### src/rtl/seg_pkg.sv
// ============================================================================
// Module : seg_pkg
// Brief  : Shared types and constants for the 7-segment scan display.
// Rev    : 1.0  initial release
// ============================================================================
`default_nettype none

package seg_pkg;

    typedef enum logic [0:0] {
        BLANK = 1'b0,
        DRIVE = 1'b1
    } state_e;

    localparam logic [6:0] SEG_OFF = 7'h7F;

    // Active-low glyphs, bit order {g,f,e,d,c,b,a}, indexed by hex value
    localparam logic [6:0] SEG_LUT [16] = '{
        7'h40, 7'h79, 7'h24, 7'h30, 7'h19, 7'h12, 7'h02, 7'h78,
        7'h00, 7'h10, 7'h08, 7'h03, 7'h46, 7'h21, 7'h06, 7'h0E
    };

endpackage

`default_nettype wire

### src/rtl/seg_hex_decode.sv
// ============================================================================
// Module : seg_hex_decode
// Brief  : Combinational hex nibble to active-low 7-segment pattern.
// Rev    : 1.0  initial release
// ============================================================================
`default_nettype none

module seg_hex_decode
    import seg_pkg::*;
(
    input  logic [3:0] nib_i,
    output logic [6:0] seg_o
);

    assign seg_o = SEG_LUT[nib_i];

endmodule

`default_nettype wire

### src/rtl/seg_disp_scan.sv
// ============================================================================
// Module : seg_disp_scan
// Brief  : Multiplexed 7-segment scanner with shadowed, frame-aligned update.
//          Define SEG_LZB_EN to blank leading-zero digits.
// Rev    : 1.0  initial release
// ============================================================================
`default_nettype none

module seg_disp_scan
    import seg_pkg::*;
#(
    parameter int NUM_DIG     = 4,
    parameter int DRIVE_TICKS = 3
) (
    input  logic                 clk,
    input  logic                 rstn,
    input  logic                 tick_i,
    input  logic [4*NUM_DIG-1:0] data_i,
    input  logic                 data_vld_i,
    output logic                 data_rdy_o,
    output logic [NUM_DIG-1:0]   an_o,
    output logic [6:0]           seg_o
);

    localparam int IDX_W = (NUM_DIG > 1) ? $clog2(NUM_DIG) : 1;
    localparam int CNT_W = (DRIVE_TICKS > 1) ? $clog2(DRIVE_TICKS) : 1;
    localparam logic [IDX_W-1:0] IDX_LAST = IDX_W'(NUM_DIG - 1);
    localparam logic [CNT_W-1:0] CNT_LAST = CNT_W'(DRIVE_TICKS - 1);

    state_e                 state_q, state_d;
    logic [IDX_W-1:0]       idx_q, idx_d;
    logic [CNT_W-1:0]       cnt_q, cnt_d;
    logic                   pend_q, pend_d;
    logic [4*NUM_DIG-1:0]   shadow_q, shadow_d;
    logic [4*NUM_DIG-1:0]   disp_q, disp_d;
    logic [NUM_DIG-1:0]     an_q, an_d;
    logic [6:0]             seg_q, seg_d;

    logic                   accept;
    logic                   frame_end;
    logic [3:0]             nibs [NUM_DIG];
    logic [6:0]             hex_seg;
    logic                   blank_dig;

    assign data_rdy_o = ~pend_q;
    assign accept     = data_vld_i & ~pend_q;
    assign frame_end  = tick_i && (state_q == DRIVE) && (cnt_q == CNT_LAST)
                        && (idx_q == IDX_LAST);

    always_comb begin
        state_d = state_q;
        idx_d   = idx_q;
        cnt_d   = cnt_q;
        if (tick_i) begin
            if (state_q == BLANK) begin
                state_d = DRIVE;
                cnt_d   = '0;
            end else if (cnt_q != CNT_LAST) begin
                cnt_d = cnt_q + CNT_W'(1);
            end else begin
                state_d = BLANK;
                cnt_d   = '0;
                idx_d   = (idx_q == IDX_LAST) ? '0 : idx_q + IDX_W'(1);
            end
        end
    end

    // Transfer and acceptance are mutually exclusive: accept needs pend_q=0
    always_comb begin
        shadow_d = accept ? data_i : shadow_q;
        pend_d   = pend_q;
        disp_d   = disp_q;
        if (frame_end && pend_q) begin
            disp_d = shadow_q;
            pend_d = 1'b0;
        end else if (accept) begin
            pend_d = 1'b1;
        end
    end

    always_comb begin
        for (int k = 0; k < NUM_DIG; k++) begin
            nibs[k] = disp_d[4*k +: 4];
        end
    end

    seg_hex_decode u_dec (
        .nib_i (nibs[idx_d]),
        .seg_o (hex_seg)
    );

`ifdef SEG_LZB_EN
    logic [NUM_DIG-1:0] lz;
    logic               lz_acc;

    // lz[k] is set when nibble k and every nibble above it are zero
    always_comb begin
        lz_acc = 1'b1;
        lz     = '0;
        for (int k = NUM_DIG - 1; k >= 0; k--) begin
            lz_acc = lz_acc & (nibs[k] == 4'h0);
            lz[k]  = lz_acc;
        end
    end

    assign blank_dig = (idx_d != '0) && lz[idx_d];
`else
    assign blank_dig = 1'b0;
`endif

    always_comb begin
        an_d  = an_q;
        seg_d = seg_q;
        if (tick_i) begin
            if (state_d == DRIVE) begin
                an_d  = ~(NUM_DIG'(1) << idx_d);
                seg_d = blank_dig ? SEG_OFF : hex_seg;
            end else begin
                an_d  = '1;
                seg_d = SEG_OFF;
            end
        end
    end

    always_ff @(posedge clk or negedge rstn) begin
        if (!rstn) begin
            state_q  <= BLANK;
            idx_q    <= '0;
            cnt_q    <= '0;
            pend_q   <= 1'b0;
            shadow_q <= '0;
            disp_q   <= '0;
            an_q     <= '1;
            seg_q    <= SEG_OFF;
        end else begin
            state_q  <= state_d;
            idx_q    <= idx_d;
            cnt_q    <= cnt_d;
            pend_q   <= pend_d;
            shadow_q <= shadow_d;
            disp_q   <= disp_d;
            an_q     <= an_d;
            seg_q    <= seg_d;
        end
    end

    assign an_o  = an_q;
    assign seg_o = seg_q;

endmodule

`default_nettype wire

### config.mk
export PLATFORM = sky130hd
export DESIGN_NAME = seg_disp_scan
export DESIGN_NICKNAME = d
export VERILOG_FILES = /design/src/rtl/seg_pkg.sv /design/src/rtl/seg_hex_decode.sv /design/src/rtl/seg_disp_scan.sv
export SDC_FILE = /design/constraint.sdc
export NUM_CORES = 1
export LEC_CHECK = 0
export BUFFER_PORTS_ARGS = -buffer_cell sky130_fd_sc_hd__buf_2
export CORE_ASPECT_RATIO = 0.5
export CORE_MARGIN = 2
export CORE_UTILIZATION = 35
export DETAILED_ROUTE_END_ITERATION = 10
export GPL_ROUTABILITY_DRIVEN = 0
export PLACE_DENSITY_LB_ADDON = 0.2
export SKIP_CTS_REPAIR_TIMING = 1
export SYNTH_ARGS = -nofsm -noshare
export SYNTH_HDL_FRONTEND = slang
export SYNTH_HIERARCHICAL = 1
export SYNTH_SLANG_ARGS = --single-unit
### constraint.sdc
create_clock -name clk -period 8.4 [get_ports clk]
set_clock_uncertainty 0.05 [all_clocks]
set_input_delay 2.52 -clock clk [delete_from_list [all_inputs] [get_ports clk]]
set_output_delay 2.52 -clock clk [all_outputs]
set_load 0.02 [all_outputs]
==> flow_metrics.py <==
metrics = {
    "floorplanning": {
        "start_util_pct": 36.3,
        "dieWidth_um": 122,
        "dieHeight_um": 63.1,
        "coreArea_mm2": 0.00673,
        "die-area_mm2": 0.00770,
        "num_rows": 21,
        "ios": 32,
    },
    "layout": {
        "stdcell_count": 327,
        "syn2layout_area_growth_pct": 16.0,
        "drive_gt1_share_pct": 33.2,
        "final_nets": 262,
        "n_antenna_cell": 0,
        "final_cell_mix": "dfrtp_1 (38), buf_2 (31), and3_1 (16), a21o_1 (16), mux2_2 (16)",
        "finalInstanceArea_mm2": 0.00283,
        "final_common_cell": "dfrtp_1",
    },
    "setup_path": {
        "rr_worst_depth": 11,
        "arrival_ns": 6.58,
        "startpoint_type": "input port",
        "setup.worst_path.start": "tick_i",
        "endpoint_kind": "register",
        "critical_path.endpoint": "seg_o[3]",
        "cp_slowest_cell": "nor4_1",
        "rr_startpoint": "idx_q[0]",
        "path_class": "in -> reg",
        "crit_path_cell_trace": "buf_2 > and4b_1 > nand2_1 > a2111oi_0 > nor4_1 > inv_1 > ha_1 > inv_1 > mux4_2 > mux2i_1 > nand2_1",
        "crit_required_ns": 8.56,
        "r2r_slack_ns": 3.96,
        "slowest_delay_ns": 0.95,
        "crit_cells": 11,
        "crit_buf_inv": 3,
        "crit_fanout": 33,
        "crit_family": "simple AND/OR/NAND/NOR gates",
        "rr_endpoint": "seg_o[3]",
    },
    "placement": {
        "io_buffer_count": 31,
        "hpwl_mm": 3.60,
        "place_inst": 319,
        "dpl_cell_area_mm2": 0.00268,
        "dp_slack_ns": 1.72,
    },
    "clock_tree": {
        "clkSinkCount": 49,
        "numCtsBuffers": 5,
        "clk_latency_ns": 0.29,
        "clkTransAtPathRegs_ns": 0.07,
        "cts-root-buf": "clkbuf_16",
        "htree_levels": 2,
        "cts.path.max_buffers": 2,
        "tritoncts": "yes",
    },
    "grt": {
        "grt_overflow_total": 0,
        "grt_pass1_wl_mm": 8.24,
        "track_usage_pct": 13.9,
        "grt_max_degree": 50,
        "antenna_found_initial": 0,
        "grt_pass1_vias": 1642,
    },
    "sta": {
        "hold_viol": 0,
        "slew_viol_final": 0,
        "fin_crit_sh_pct": 76.5,
        "period_needed_ns": 6.43,
        "fmax_ghz": 0.156,
        "relSlewSlack_pct": 27.9,
        "rsz0062_at_grt": "no",
        "worst_slack_ns": 1.97,
        "setup_viol": 0,
        "finalSetupTns_ns": 0,
        "tightest_slew_ns": 1.07,
    },
    "synthesis": {
        "synth_top_area_share_pct": 39.0,
        "syn_nets": 234,
        "syn_avg_cell_area_um2": 11.8,
        "yosys_warnings": 6,
        "synth.distinct_cells": 37,
        "synth_area_leaders": "dfrtp_1 (39%), dfstp_2 (12%), mux2_2 (7.4%), a2111oi_0 (5.4%), mux2i_1 (5.3%)",
        "ys_ff_latch": 49,
        "yosysSeqAreaShare_pct": 50.8,
        "synth_cells": 206,
        "netlist_area_mm2": 0.00244,
        "yosysTopAreaCell": "dfrtp_1",
    },
    "routing": {
        "via_count": 1681,
        "totalWireLength_mm": 4.91,
        "drtAntennaViolNets": 0,
        "post_drt_wl_per_cell_um": 15.0,
        "route.detailed.drc": 0,
        "dr.pass1.iters": 4,
        "first_iter_violations": 101,
        "drt-vias-per-instance": 5.14,
    },
    "outcome": {
        "outcome": "finished, final reports clean",
    },
    "power_and_ir_drop": {
        "power_density_mw_per_mm2": 445,
        "peakVddDrop_uv": 136,
        "power.leakage_nw": 1.45,
    },
    "hold_path": {
        "min_path_type": "reg -> reg",
    },
    "job": {
        "drv_cap": 0,
    },
}
-- kinds of logic (layout without fill, tap and decap cells) --
| family | count (synthesis) | in the layout | synth area share [%] |
|---|---|---|---|
| flops | 49 | 49 | 50.8 |
| simple gates | 50 | 50 | 11.6 |
| mux | 32 | 32 | 15.5 |
| compound gates | 45 | 45 | 13.9 |
| buf+inv | 22 | 51 | 4.15 |
| fa+ha+maj | 8 | 8 | 4.10 |
-- where the power goes --
part	switching [mW]	total [mW]	leakage [nW]	internal, mW
clock	0.0878	0.208	0.0775	0.120
sequential	0.0686	0.433	0.595	0.364
combinational	0.343	0.620	0.776	0.277
-- layout make-up --
class / instances / area (um2)
Clock inverter: 2 / 17.5
Multi-Input combinational cell: 135 / 1110
Timing Repair Buffer: 34 / 178
Inverter: 9 / 36.3
Sequential cell: 49 / 1240
Tap cell: 92 / 115
Clock buffer: 6 / 139
Fill cell: 661 / 3890
-- sequential cells by signal, summed over array words and instances (netlist names) --
register and flops:
disp_q 16, shadow_q 16, idx_q 2, an_o 4, cnt_q 2, seg_o 7
pend_q 1, state_q 1
-- cell usage after synthesis, drive strengths merged --
master,number
a21o,16
inv,9
nand3,2
clkbuf,4
ha,8
mux2,16
and3,16
nand4b,1
nor4,4
o211ai,1
a32o,1
nor2,5
o21ai,8
mux4,1
o21a,1
nor3b,1
dfstp,11
a2111oi,16
nand2,13
o22ai,2
nand2b,1
mux2i,15
buf,9
and2,1
nand3b,1
nor2b,1
and4b,1
dfrtp,38
or3,3
-- worst reg2reg max path, cell delays in order (launching register included) --
cell and delay, ns:
dfrtp_1 0.46, ha_1 0.25, and2_1 0.29, nand2_1 0.75, a2111oi_0 0.28, nor4_1 0.95, inv_1 0.27, ha_1 0.38
inv_1 0.05, mux4_2 0.44, mux2i_1 0.14, nand2_1 0.07
-- routing by layer --
layer | global-route usage [%] | wire [um]
met1 | 19.9 | 2550
met2 | 20.3 | 2060
met3 | 4.08 | 240
met4 | 4.31 | 56
met5 | 0 | 0
-- through the flow --
stage	utilization [%]	hold WS, ns	power [mW]
2_1_floorplan	-	0.395	0.892
3_3_place_gp	39.8	0.406	1.03
3_5_place_dp	39.8	0.412	1.06
4_1_cts	42.1	0.428	1.27
5_1_grt	42.1	0.446	1.36
6_report	42.1	0.427	1.26
-- worst min-delay path by stage --
| stage | start | endpoint | slack [ns] | cells past startpoint |
|---|---|---|---|---|
| floorplan | disp_q[0] | disp_q[0] | 0.40 | 1 |
| global placement | disp_q[14] | disp_q[14] | 0.41 | 1 |
| detailed placement | disp_q[9] | disp_q[9] | 0.41 | 1 |
| CTS | disp_q[9] | disp_q[9] | 0.43 | 1 |
| global route | disp_q[9] | disp_q[9] | 0.45 | 1 |
| finish | disp_q[14] | disp_q[14] | 0.43 | 1 |
No activity file was read; power rests on OpenSTA's default activity.
